===== src/rtl/uart_ctl.sv =====
// Byte-I/O UART responder: 8N1 transmitter, oversampled receiver with a small RX FIFO,
// and the control FSM that answers uart_go send/receive requests with a uart_done pulse.
module uart_ctl #(
    parameter int CLK_PER_BIT = 868,
    parameter int RX_DEPTH    = 4
) (
    input  logic       clk,
    input  logic       rstn,
    input  logic       uart_go,
    input  logic       rors,
    input  logic [7:0] wdata,
    output logic [7:0] rdata,
    output logic       uart_done,
    output logic       txd,
    input  logic       rxd,
    output logic       rx_overrun,
    output logic       rx_frame_err
);

    localparam int CW = $clog2(CLK_PER_BIT);
    localparam int AW = $clog2(RX_DEPTH);
    localparam logic [CW-1:0] BIT_LAST  = CW'(CLK_PER_BIT - 1);
    localparam logic [CW-1:0] HALF_LAST = CW'(CLK_PER_BIT / 2 - 1);
    localparam logic [CW-1:0] CNT_ONE   = CW'(1);
    localparam logic [AW-1:0] PTR_ONE   = AW'(1);
    localparam logic [AW:0]   FIFO_ONE  = (AW + 1)'(1);
    localparam logic [AW:0]   FIFO_FULL = (AW + 1)'(RX_DEPTH);

    typedef enum logic [1:0] {IDLE, SEND, RECV, DONE} ctl_state_t;
    typedef enum logic [1:0] {TX_IDLE, TX_START, TX_DATA, TX_STOP} tx_state_t;
    typedef enum logic [1:0] {RX_IDLE, RX_START, RX_DATA, RX_STOP} rx_state_t;

    ctl_state_t    ctl_state_reg;
    logic          tx_go_reg;
    logic [7:0]    tx_data_reg;

    tx_state_t     tx_state_reg;
    logic [CW-1:0] tx_cnt_reg;
    logic [2:0]    tx_bit_reg;
    logic [7:0]    tx_shift_reg;

    logic          rx_s1_reg, rx_s2_reg, rx_prev_reg;
    rx_state_t     rx_state_reg;
    logic [CW-1:0] rx_cnt_reg;
    logic [2:0]    rx_bit_reg;
    logic [7:0]    rx_shift_reg;

    logic [7:0]    mem [RX_DEPTH];
    logic [AW-1:0] wr_ptr_reg, rd_ptr_reg;
    logic [AW:0]   fifo_cnt_reg;

    logic tx_end, rx_push, fifo_pop, push_ok;

    // SEND must leave on the very edge that ends the stop bit, so look at the TX state directly.
    assign tx_end   = (tx_state_reg == TX_STOP) && (tx_cnt_reg == BIT_LAST);
    assign rx_push  = (rx_state_reg == RX_STOP) && (rx_cnt_reg == BIT_LAST) && rx_s2_reg;
    assign fifo_pop = (ctl_state_reg == RECV) && (fifo_cnt_reg != '0);
    assign push_ok  = rx_push && ((fifo_cnt_reg != FIFO_FULL) || fifo_pop);

    always_ff @(posedge clk) begin
        if (!rstn) begin
            ctl_state_reg <= IDLE;
            tx_go_reg     <= 1'b0;
            tx_data_reg   <= 8'h00;
            rdata         <= 8'h00;
            uart_done     <= 1'b0;
        end else begin
            tx_go_reg <= 1'b0;
            uart_done <= 1'b0;
            case (ctl_state_reg)
                IDLE: begin
                    if (uart_go) begin
                        if (rors) begin
                            tx_data_reg   <= wdata;
                            tx_go_reg     <= 1'b1;
                            ctl_state_reg <= SEND;
                        end else begin
                            ctl_state_reg <= RECV;
                        end
                    end
                end
                SEND: begin
                    if (tx_end) begin
                        uart_done     <= 1'b1;
                        ctl_state_reg <= DONE;
                    end
                end
                RECV: begin
                    if (fifo_pop) begin
                        rdata         <= mem[rd_ptr_reg];
                        uart_done     <= 1'b1;
                        ctl_state_reg <= DONE;
                    end
                end
                default: ctl_state_reg <= IDLE;
            endcase
        end
    end

    always_ff @(posedge clk) begin
        if (!rstn) begin
            tx_state_reg <= TX_IDLE;
            tx_cnt_reg   <= '0;
            tx_bit_reg   <= 3'd0;
            tx_shift_reg <= 8'h00;
            txd          <= 1'b1;
        end else begin
            case (tx_state_reg)
                TX_IDLE: begin
                    tx_cnt_reg <= '0;
                    txd        <= 1'b1;
                    if (tx_go_reg) begin
                        tx_shift_reg <= tx_data_reg;
                        txd          <= 1'b0;
                        tx_state_reg <= TX_START;
                    end
                end
                TX_START: begin
                    if (tx_cnt_reg == BIT_LAST) begin
                        tx_cnt_reg   <= '0;
                        tx_bit_reg   <= 3'd0;
                        txd          <= tx_shift_reg[0];
                        tx_shift_reg <= {1'b0, tx_shift_reg[7:1]};
                        tx_state_reg <= TX_DATA;
                    end else begin
                        tx_cnt_reg <= tx_cnt_reg + CNT_ONE;
                    end
                end
                TX_DATA: begin
                    if (tx_cnt_reg == BIT_LAST) begin
                        tx_cnt_reg <= '0;
                        if (tx_bit_reg == 3'd7) begin
                            txd          <= 1'b1;
                            tx_state_reg <= TX_STOP;
                        end else begin
                            tx_bit_reg   <= tx_bit_reg + 3'd1;
                            txd          <= tx_shift_reg[0];
                            tx_shift_reg <= {1'b0, tx_shift_reg[7:1]};
                        end
                    end else begin
                        tx_cnt_reg <= tx_cnt_reg + CNT_ONE;
                    end
                end
                default: begin
                    if (tx_cnt_reg == BIT_LAST) begin
                        tx_cnt_reg   <= '0;
                        tx_state_reg <= TX_IDLE;
                    end else begin
                        tx_cnt_reg <= tx_cnt_reg + CNT_ONE;
                    end
                end
            endcase
        end
    end

    always_ff @(posedge clk) begin
        if (!rstn) begin
            rx_s1_reg    <= 1'b1;
            rx_s2_reg    <= 1'b1;
            rx_prev_reg  <= 1'b1;
            rx_state_reg <= RX_IDLE;
            rx_cnt_reg   <= '0;
            rx_bit_reg   <= 3'd0;
            rx_shift_reg <= 8'h00;
            rx_frame_err <= 1'b0;
        end else begin
            rx_s1_reg   <= rxd;
            rx_s2_reg   <= rx_s1_reg;
            rx_prev_reg <= rx_s2_reg;
            case (rx_state_reg)
                RX_IDLE: begin
                    rx_cnt_reg <= '0;
                    if (rx_prev_reg && !rx_s2_reg)
                        rx_state_reg <= RX_START;
                end
                RX_START: begin
                    // Half-bit re-check filters glitches and aligns later samples to mid-bit.
                    if (rx_cnt_reg == HALF_LAST) begin
                        rx_cnt_reg   <= '0;
                        rx_bit_reg   <= 3'd0;
                        rx_state_reg <= rx_s2_reg ? RX_IDLE : RX_DATA;
                    end else begin
                        rx_cnt_reg <= rx_cnt_reg + CNT_ONE;
                    end
                end
                RX_DATA: begin
                    if (rx_cnt_reg == BIT_LAST) begin
                        rx_cnt_reg   <= '0;
                        rx_shift_reg <= {rx_s2_reg, rx_shift_reg[7:1]};
                        if (rx_bit_reg == 3'd7)
                            rx_state_reg <= RX_STOP;
                        else
                            rx_bit_reg <= rx_bit_reg + 3'd1;
                    end else begin
                        rx_cnt_reg <= rx_cnt_reg + CNT_ONE;
                    end
                end
                default: begin
                    if (rx_cnt_reg == BIT_LAST) begin
                        rx_cnt_reg   <= '0;
                        rx_state_reg <= RX_IDLE;
                        if (!rx_s2_reg)
                            rx_frame_err <= 1'b1;
                    end else begin
                        rx_cnt_reg <= rx_cnt_reg + CNT_ONE;
                    end
                end
            endcase
        end
    end

    always_ff @(posedge clk) begin
        if (push_ok)
            mem[wr_ptr_reg] <= rx_shift_reg;
    end

    always_ff @(posedge clk) begin
        if (!rstn) begin
            wr_ptr_reg   <= '0;
            rd_ptr_reg   <= '0;
            fifo_cnt_reg <= '0;
            rx_overrun   <= 1'b0;
        end else begin
            if (push_ok)
                wr_ptr_reg <= wr_ptr_reg + PTR_ONE;
            if (fifo_pop)
                rd_ptr_reg <= rd_ptr_reg + PTR_ONE;
            if (push_ok && !fifo_pop)
                fifo_cnt_reg <= fifo_cnt_reg + FIFO_ONE;
            else if (!push_ok && fifo_pop)
                fifo_cnt_reg <= fifo_cnt_reg - FIFO_ONE;
            if (rx_push && !push_ok)
                rx_overrun <= 1'b1;
        end
    end

endmodule


===== config.mk =====
export PLATFORM = sky130hd
export DESIGN_NAME = uart_ctl
export DESIGN_NICKNAME = d
export VERILOG_FILES = /design/src/rtl/uart_ctl.sv
export SDC_FILE = /design/constraint.sdc
export NUM_CORES = 1
export LEC_CHECK = 0
export ABC_AREA = 1
export CORE_MARGIN = 4
export CORE_UTILIZATION = 45
export DETAILED_ROUTE_END_ITERATION = 10
export REMOVE_ABC_BUFFERS = 1
export SLEW_MARGIN = 30
export SYNTH_ARGS = -nofsm -noshare
export SYNTH_HDL_FRONTEND = slang
export SYNTH_SLANG_ARGS = --single-unit

===== constraint.sdc =====
create_clock -name clk -period 3.85 [get_ports clk]
set_clock_uncertainty 0.05 [all_clocks]
set_input_delay 1.155 -clock clk [delete_from_list [all_inputs] [get_ports clk]]
set_output_delay 1.155 -clock clk [all_outputs]
set_load 0.03 [all_outputs]

==> results.yml, run 1 <==
run_status:
  status: "finished, final reports clean"
critical_path:
  critPathKind: "register to register"
  crit_path_start: "rx_cnt_reg[0]"
  crit_path_max_fanout: 9
  r2r-start: "rx_cnt_reg[0]"
  cp-end-kind: "register"
  r2r_slack_ps: 1280
  reg2reg_depth: 14
  critPathLaunchType: "register"
  rr_endpoint: "fifo_cnt_reg[2]"
  required_ps: 4030
  endpoint: "fifo_cnt_reg[2]"
  arrival_ps: 2760
drt:
  first_pass_iters: 4
  avgRoutedWirePerCell_microns: 12.2
  drc: 0
  viasPerCell: 4.91
  drt_iter0_markers: 183
  postRouteAntennaNets: 0
  num_vias: 3622
  wirelength_mm: 9.02
power:
  p_int_uw: 1970
  sw_frac_of_total: 0.296
  finalPower_uw: 2800
  seq_power_share: 0.466
  switchingPower_uw: 829
  power_density_nw_per_um2: 492
  pwr-share-clk: 0.335
  ir_drop_v: 0.000219
  power_frac_comb: 0.199
  p_leak_uw: 0.00214
placement:
  port_buffers: 24
  place_area_sq_um: 5400
  gp_congestion: 0.758
  dp_hpwl_mm: 6.27
synth:
  synth_fa_ha_area_frac: 0.0557
  syn_area_per_cell_sq_um: 8.84
  synth_top_family_by_area: "simple AND/OR/NAND/NOR gates"
  synth_edf_count: 32
  ys_types: 39
  synth_ff_type: "dfxtp_1"
  ys_ff_latch: 111
  synth_compound_area_frac: 0.122
  synth_cells: 574
  synth_mux_area_frac: 0
  synthesis.area_sq_um: 5070
  ys_warn_count: 0
  synth-xor-area-share: 0.0138
  async_reset_ff_frac: 0
  synth-simple-area-share: 0.231
  yosysSeqAreaShare: 0.501
sta:
  rsz0062_at_grt: "false"
  fin_tns_setup_ps: 0
  fin_crit_sh: 0.668
  setup_violations: 0
  worst_pin_slew_ps: 801
  relSlewSlack: 0.464
  max_freq_mhz: 389
  holdWs_ps: 363
  hold_viol: 0
  drv_slew: 0
  fin_crit_ps: 2570
layout:
  postLayoutCoreUtil: 0.521
  area_growth_pct: 12.3
  diodes: 0
  drive_above_1_share: 0.109
  largest_register_ff_count: 32
  final_area_sq_um: 5700
  nNetsFinal: 628
cts:
  cts_setup_buffers: 0
  root_buffer: "clkbuf_16"
  clk-insertion-delay-late_ps: 350
  cts_resized: 0
  cts_sinks: 111
  cts.htree.levels: 3
  cts_tree: "built"
  cts-hold-fix-buffers: 0
  clk_pin_slew_worst_paths_ps: 70
  cts_buffers: 9
  cts_max_path_buffers: 2
global_routing:
  grt_max_degree: 34
  grt_pass1_wl_mm: 15.6
  antenna_found_initial: 0
  grt-ovfl-total: 0
  grt_pass1_vias: 3377
  grt.total_usage: 0.148
die:
  start_util: 0.464
  die_x_microns: 114
  core-area_sq_um: 10900
  ios: 25
  fp.dieH_microns: 114
  placementRows: 38
  dieArea_sq_um: 13000
flow_run:
  max_cap_viol_count: 0
min_path:
  hp-class: "register to register"
## metrics by stage
step,cells,setup WS (ps)
after floorplan,557,1520
after global placement,722,1090
after detailed placement,722,1070
after CTS,738,1240
after global routing,738,1000
final,738,1280
## cell families after synthesis
family                     after synthesis
xor gates and xnor gates                 8
adders and majority gates               22
and+or+nand+nor                        232
AOI/OAI and AO/OA                      108
buffers and inverters                   93
DFF                                    111
## area by class of cell
type | count | area [sq um]
clock buffers | 12 | 246
clock inverters | 4 | 53.8
fillers | 1007 | 5240
inverters | 76 | 285
multi-input cells | 370 | 2150
flip-flops and latches | 111 | 2540
well taps | 140 | 175
repair buffers | 25 | 248
## synthesized netlist by cell type, types with 2 or more instances
master    number  area, sq um
nor2_1        86          323
dfxtp_1       79         1580
nand2_1       72          270
inv_1         70          263
o21ai_0       49          245
a21oi_1       37          185
edfxtp_1      32          961
ha_1          21          263
nand3_1       19         95.1
nand4_1       16          100
buf_2         10         50.1
a31oi_1        9         56.3
a211oi_2       7         87.6
nor2_2         7         43.8
nor2_4         6         67.6
inv_2          5         18.8
nand2_2        5         31.3
xor2_1         5         43.8
nand2_4        4         45.0
or2_2          4         25.0
clkbuf_1       3         11.3
nand3_4        3         52.6
nor3_2         3         30.0
xnor2_1        3         26.3
a211oi_1       2         15.0
buf_1          2         7.51
nor3b_2        2         25.0
o31ai_1        2         15.0
## cell usage in the layout (no fill, tap or decap), drive strengths merged
cell type      instances
nor3                   4
o31ai                  2
bufinv                 1
a31oi                  9
clkbuf                12
clkdlybuf4s50         24
fa                     1
edfxtp                32
nor3b                  2
nand2                 82
nand3b                 1
a211oi                 9
nor2                  99
o21ai                 49
or2                    4
xor2                   5
buf                    1
a21oi                 38
ha                    21
dfxtp                 79
clkinvlp               2
a22oi                  1
xnor2                  3
nand4                 17
clkinv                 1
inv                   76
nand3                 23
## power groups by stage
| stage | Clock [uW] | Combinational [uW] | Sequential [uW] |
|---|---|---|---|
| floorplan | 0 | 435 | 1330 |
| global placement | 0 | 552 | 1330 |
| detailed placement | 0 | 563 | 1330 |
| CTS | 977 | 566 | 1310 |
| global route | 1020 | 641 | 1320 |
| finish | 939 | 559 | 1310 |
## critical path, stage by stage (launching register included)
cell     delay (ps)
dfxtp_1         400
ha_1            230
nand2_1         100
nor2_4          150
nand3_4         130
nor2_4          130
nand3_4         130
inv_1           100
ha_1            150
inv_1            70
fa_1            370
a21oi_1         130
o21ai_0         110
o21ai_0         160
a21oi_1          50
## worst min path at each step
stage | start | end | slack (ps) | cells past startpoint
after floorplan | rx_s1_reg | rx_s2_reg | 340 | 1
after global placement | rx_s1_reg | rx_s2_reg | 350 | 1
after detailed placement | rx_s1_reg | rx_s2_reg | 350 | 1
after CTS | rx_s1_reg | rx_s2_reg | 360 | 1
after global routing | rx_s1_reg | rx_s2_reg | 390 | 1
final | rx_s1_reg | rx_s2_reg | 360 | 1
## metal layers
layer,vias to the layer above,wire length [microns],track usage
met1,1645,4420,0.187
met3,15,238,0.0301
met5,-,0,0
li1,1926,-,-
met4,0,245,0.0736
met2,36,4120,0.241
(Power assumes the default switching activity.)
==> inputs of run 2 (changes only) <==
Clock period 3.85 ns to 2.5 ns, I/O delays scaled along.
==> run 2 against run 1 <==
  * Core utilization grew 1.1 points
  * Largest power group unchanged
  * First-iteration DRC count is 6.6% lower
  * Register-to-register slack lost 1100 ps
  * Global-route usage increased by 0.72 points
  * Non-clock buffer count increased by 13
  * Setup slack worse by 1100 ps
==> results.yml, run 2 (synthesized netlist as in run 1, its figures left out) <==
critical_path:
  required_ps: 2690
  cp-end-kind: "register"
  critPathLaunchType: "register"
  critPathKind: "register to register"
  r2r_slack_ps: 200
  crit_path_max_fanout: 5
  arrival_ps: 2490
placement:
  gp_congestion: 0.809
  port_buffers: 24
  place_area_sq_um: 5490
  dp_hpwl_mm: 6.51
cts:
  clk_pin_slew_worst_paths_ps: 70
  cts_sinks: 111
  cts.htree.levels: 3
  cts_setup_buffers: 0
  root_buffer: "clkbuf_16"
  cts_max_path_buffers: 2
  cts_tree: "built"
  cts-hold-fix-buffers: 0
  clk-insertion-delay-late_ps: 350
  cts_resized: 0
  cts_buffers: 9
sta:
  worst_pin_slew_ps: 459
  setup_violations: 0
  drv_slew: 0
  hold_viol: 0
  fin_crit_sh: 0.921
  fin_crit_ps: 2300
  max_freq_mhz: 434
  relSlewSlack: 0.693
  rsz0062_at_grt: "false"
  fin_tns_setup_ps: 0
layout:
  final_area_sq_um: 5820
  largest_register_ff_count: 32
  postLayoutCoreUtil: 0.532
  nNetsFinal: 641
  layout_common_cells: "nor2_1, dfxtp_1, nand2_1, inv_1, o21ai_0"
  fillers: 1032
  final_common_cell: "nor2_1"
  diodes: 0
  drive_above_1_share: 0.136
  area_growth_pct: 14.7
die:
  start_util: 0.464
  dieArea_sq_um: 13000
  fp.dieH_microns: 114
  core-area_sq_um: 10900
  die_x_microns: 114
  ios: 25
  placementRows: 38
drt:
  drt_iter0_markers: 171
  drc: 0
  first_pass_iters: 5
  num_vias: 3611
  postRouteAntennaNets: 0
  avgRoutedWirePerCell_microns: 12.6
  viasPerCell: 4.81
  wirelength_mm: 9.45
global_routing:
  grt-ovfl-total: 0
  grt_pass1_vias: 3468
  gr-usage-met3: 0.0291
  grt_max_degree: 24
  antenna_found_initial: 0
  met1_usage: 0.202
  top_usage_layer: "met2"
  grt.total_usage: 0.155
  use_met2: 0.254
  grt_pass1_wl_mm: 16.1
run_status:
  status: "finished, final reports clean"
power:
  p_leak_uw: 0.00221
  ir_drop_v: 0.000408
  power_density_nw_per_um2: 754
min_path:
  hp-class: "register to register"
flow_run:
  max_cap_viol_count: 0
## run 2: changes by cell type in the layout (fill, tap and decap cells not counted), moves of 2 or more
cell and delta:
buf_4 +13, inv_6 +3, clkbuf_1 -2, dfxtp_1 -2
## run 2: path summary, 6_finish.rpt
path                                    start  cells after the start         endpoint
worst max-delay path            rx_cnt_reg[1]                     14  fifo_cnt_reg[2]
worst min-delay path                rx_s1_reg                      1        rx_s2_reg
worst max register to register  rx_cnt_reg[1]                     14  fifo_cnt_reg[2]
worst min register to register      rx_s1_reg                      1        rx_s2_reg
## run 2: report_power, final
| part | internal [uW] | switching [uW] | total, uW |
|---|---|---|---|
| clock network | 799 | 697 | 1500 |
| logic | 309 | 572 | 882 |
| registers | 1940 | 73.4 | 2010 |
## run 2: worst max-delay path, cell delays in order, from the launching register on
cell and delay [ps]:
dfxtp_4 370, ha_4 140, nand2_1 80, nor2_4 170, nand3_4 120, nor2_4 120, nand3_4 70, inv_1 60
ha_1 130, inv_1 60, fa_1 380, a21oi_1 140, o21ai_0 120, o21ai_1 140, a21oi_1 50
## run 2: metal layers
metal  vias to the layer above  part of all wire
met3                        10             0.024
met4                         0             0.016
met1                      1616              0.48
li1                       1950                 -
met2                        35              0.48
met5                         -                 0
## run 2: through the flow
| stage | worst slack (ps) | instances | hold WS, ps | power (uW) |
|---|---|---|---|---|
| 3_5_place_dp | 97.3 | 735 | 348 | 2930 |
| 5_1_grt | 9.72 | 751 | 405 | 4660 |
| 6_report | 198 | 751 | 366 | 4390 |
| 2_1_floorplan | 173 | 557 | 343 | 2710 |
| 4_1_cts | 85.0 | 751 | 366 | 4430 |
| 3_3_place_gp | 143 | 735 | 353 | 2920 |
## run 2: layout make-up
| class | instances | area (sq um) | share of cell area |
|---|---|---|---|
| sequential | 111 | 2550 | 0.438 |
| tap | 140 | 175 | 0.0301 |
| clock buffer | 9 | 225 | 0.0387 |
| timing repair buffer | 38 | 345 | 0.0593 |
| multi-input combinational | 370 | 2160 | 0.371 |
| clock inverter | 7 | 83.8 | 0.0144 |
| inverter | 76 | 285 | 0.0490 |
==> inputs of run 3 (changes only) <==
Settings changed: TNS_END_PERCENT set to 5.
==> results of run 3 <==
No change in the layout: final DEF, timing and power equal those of run 2.
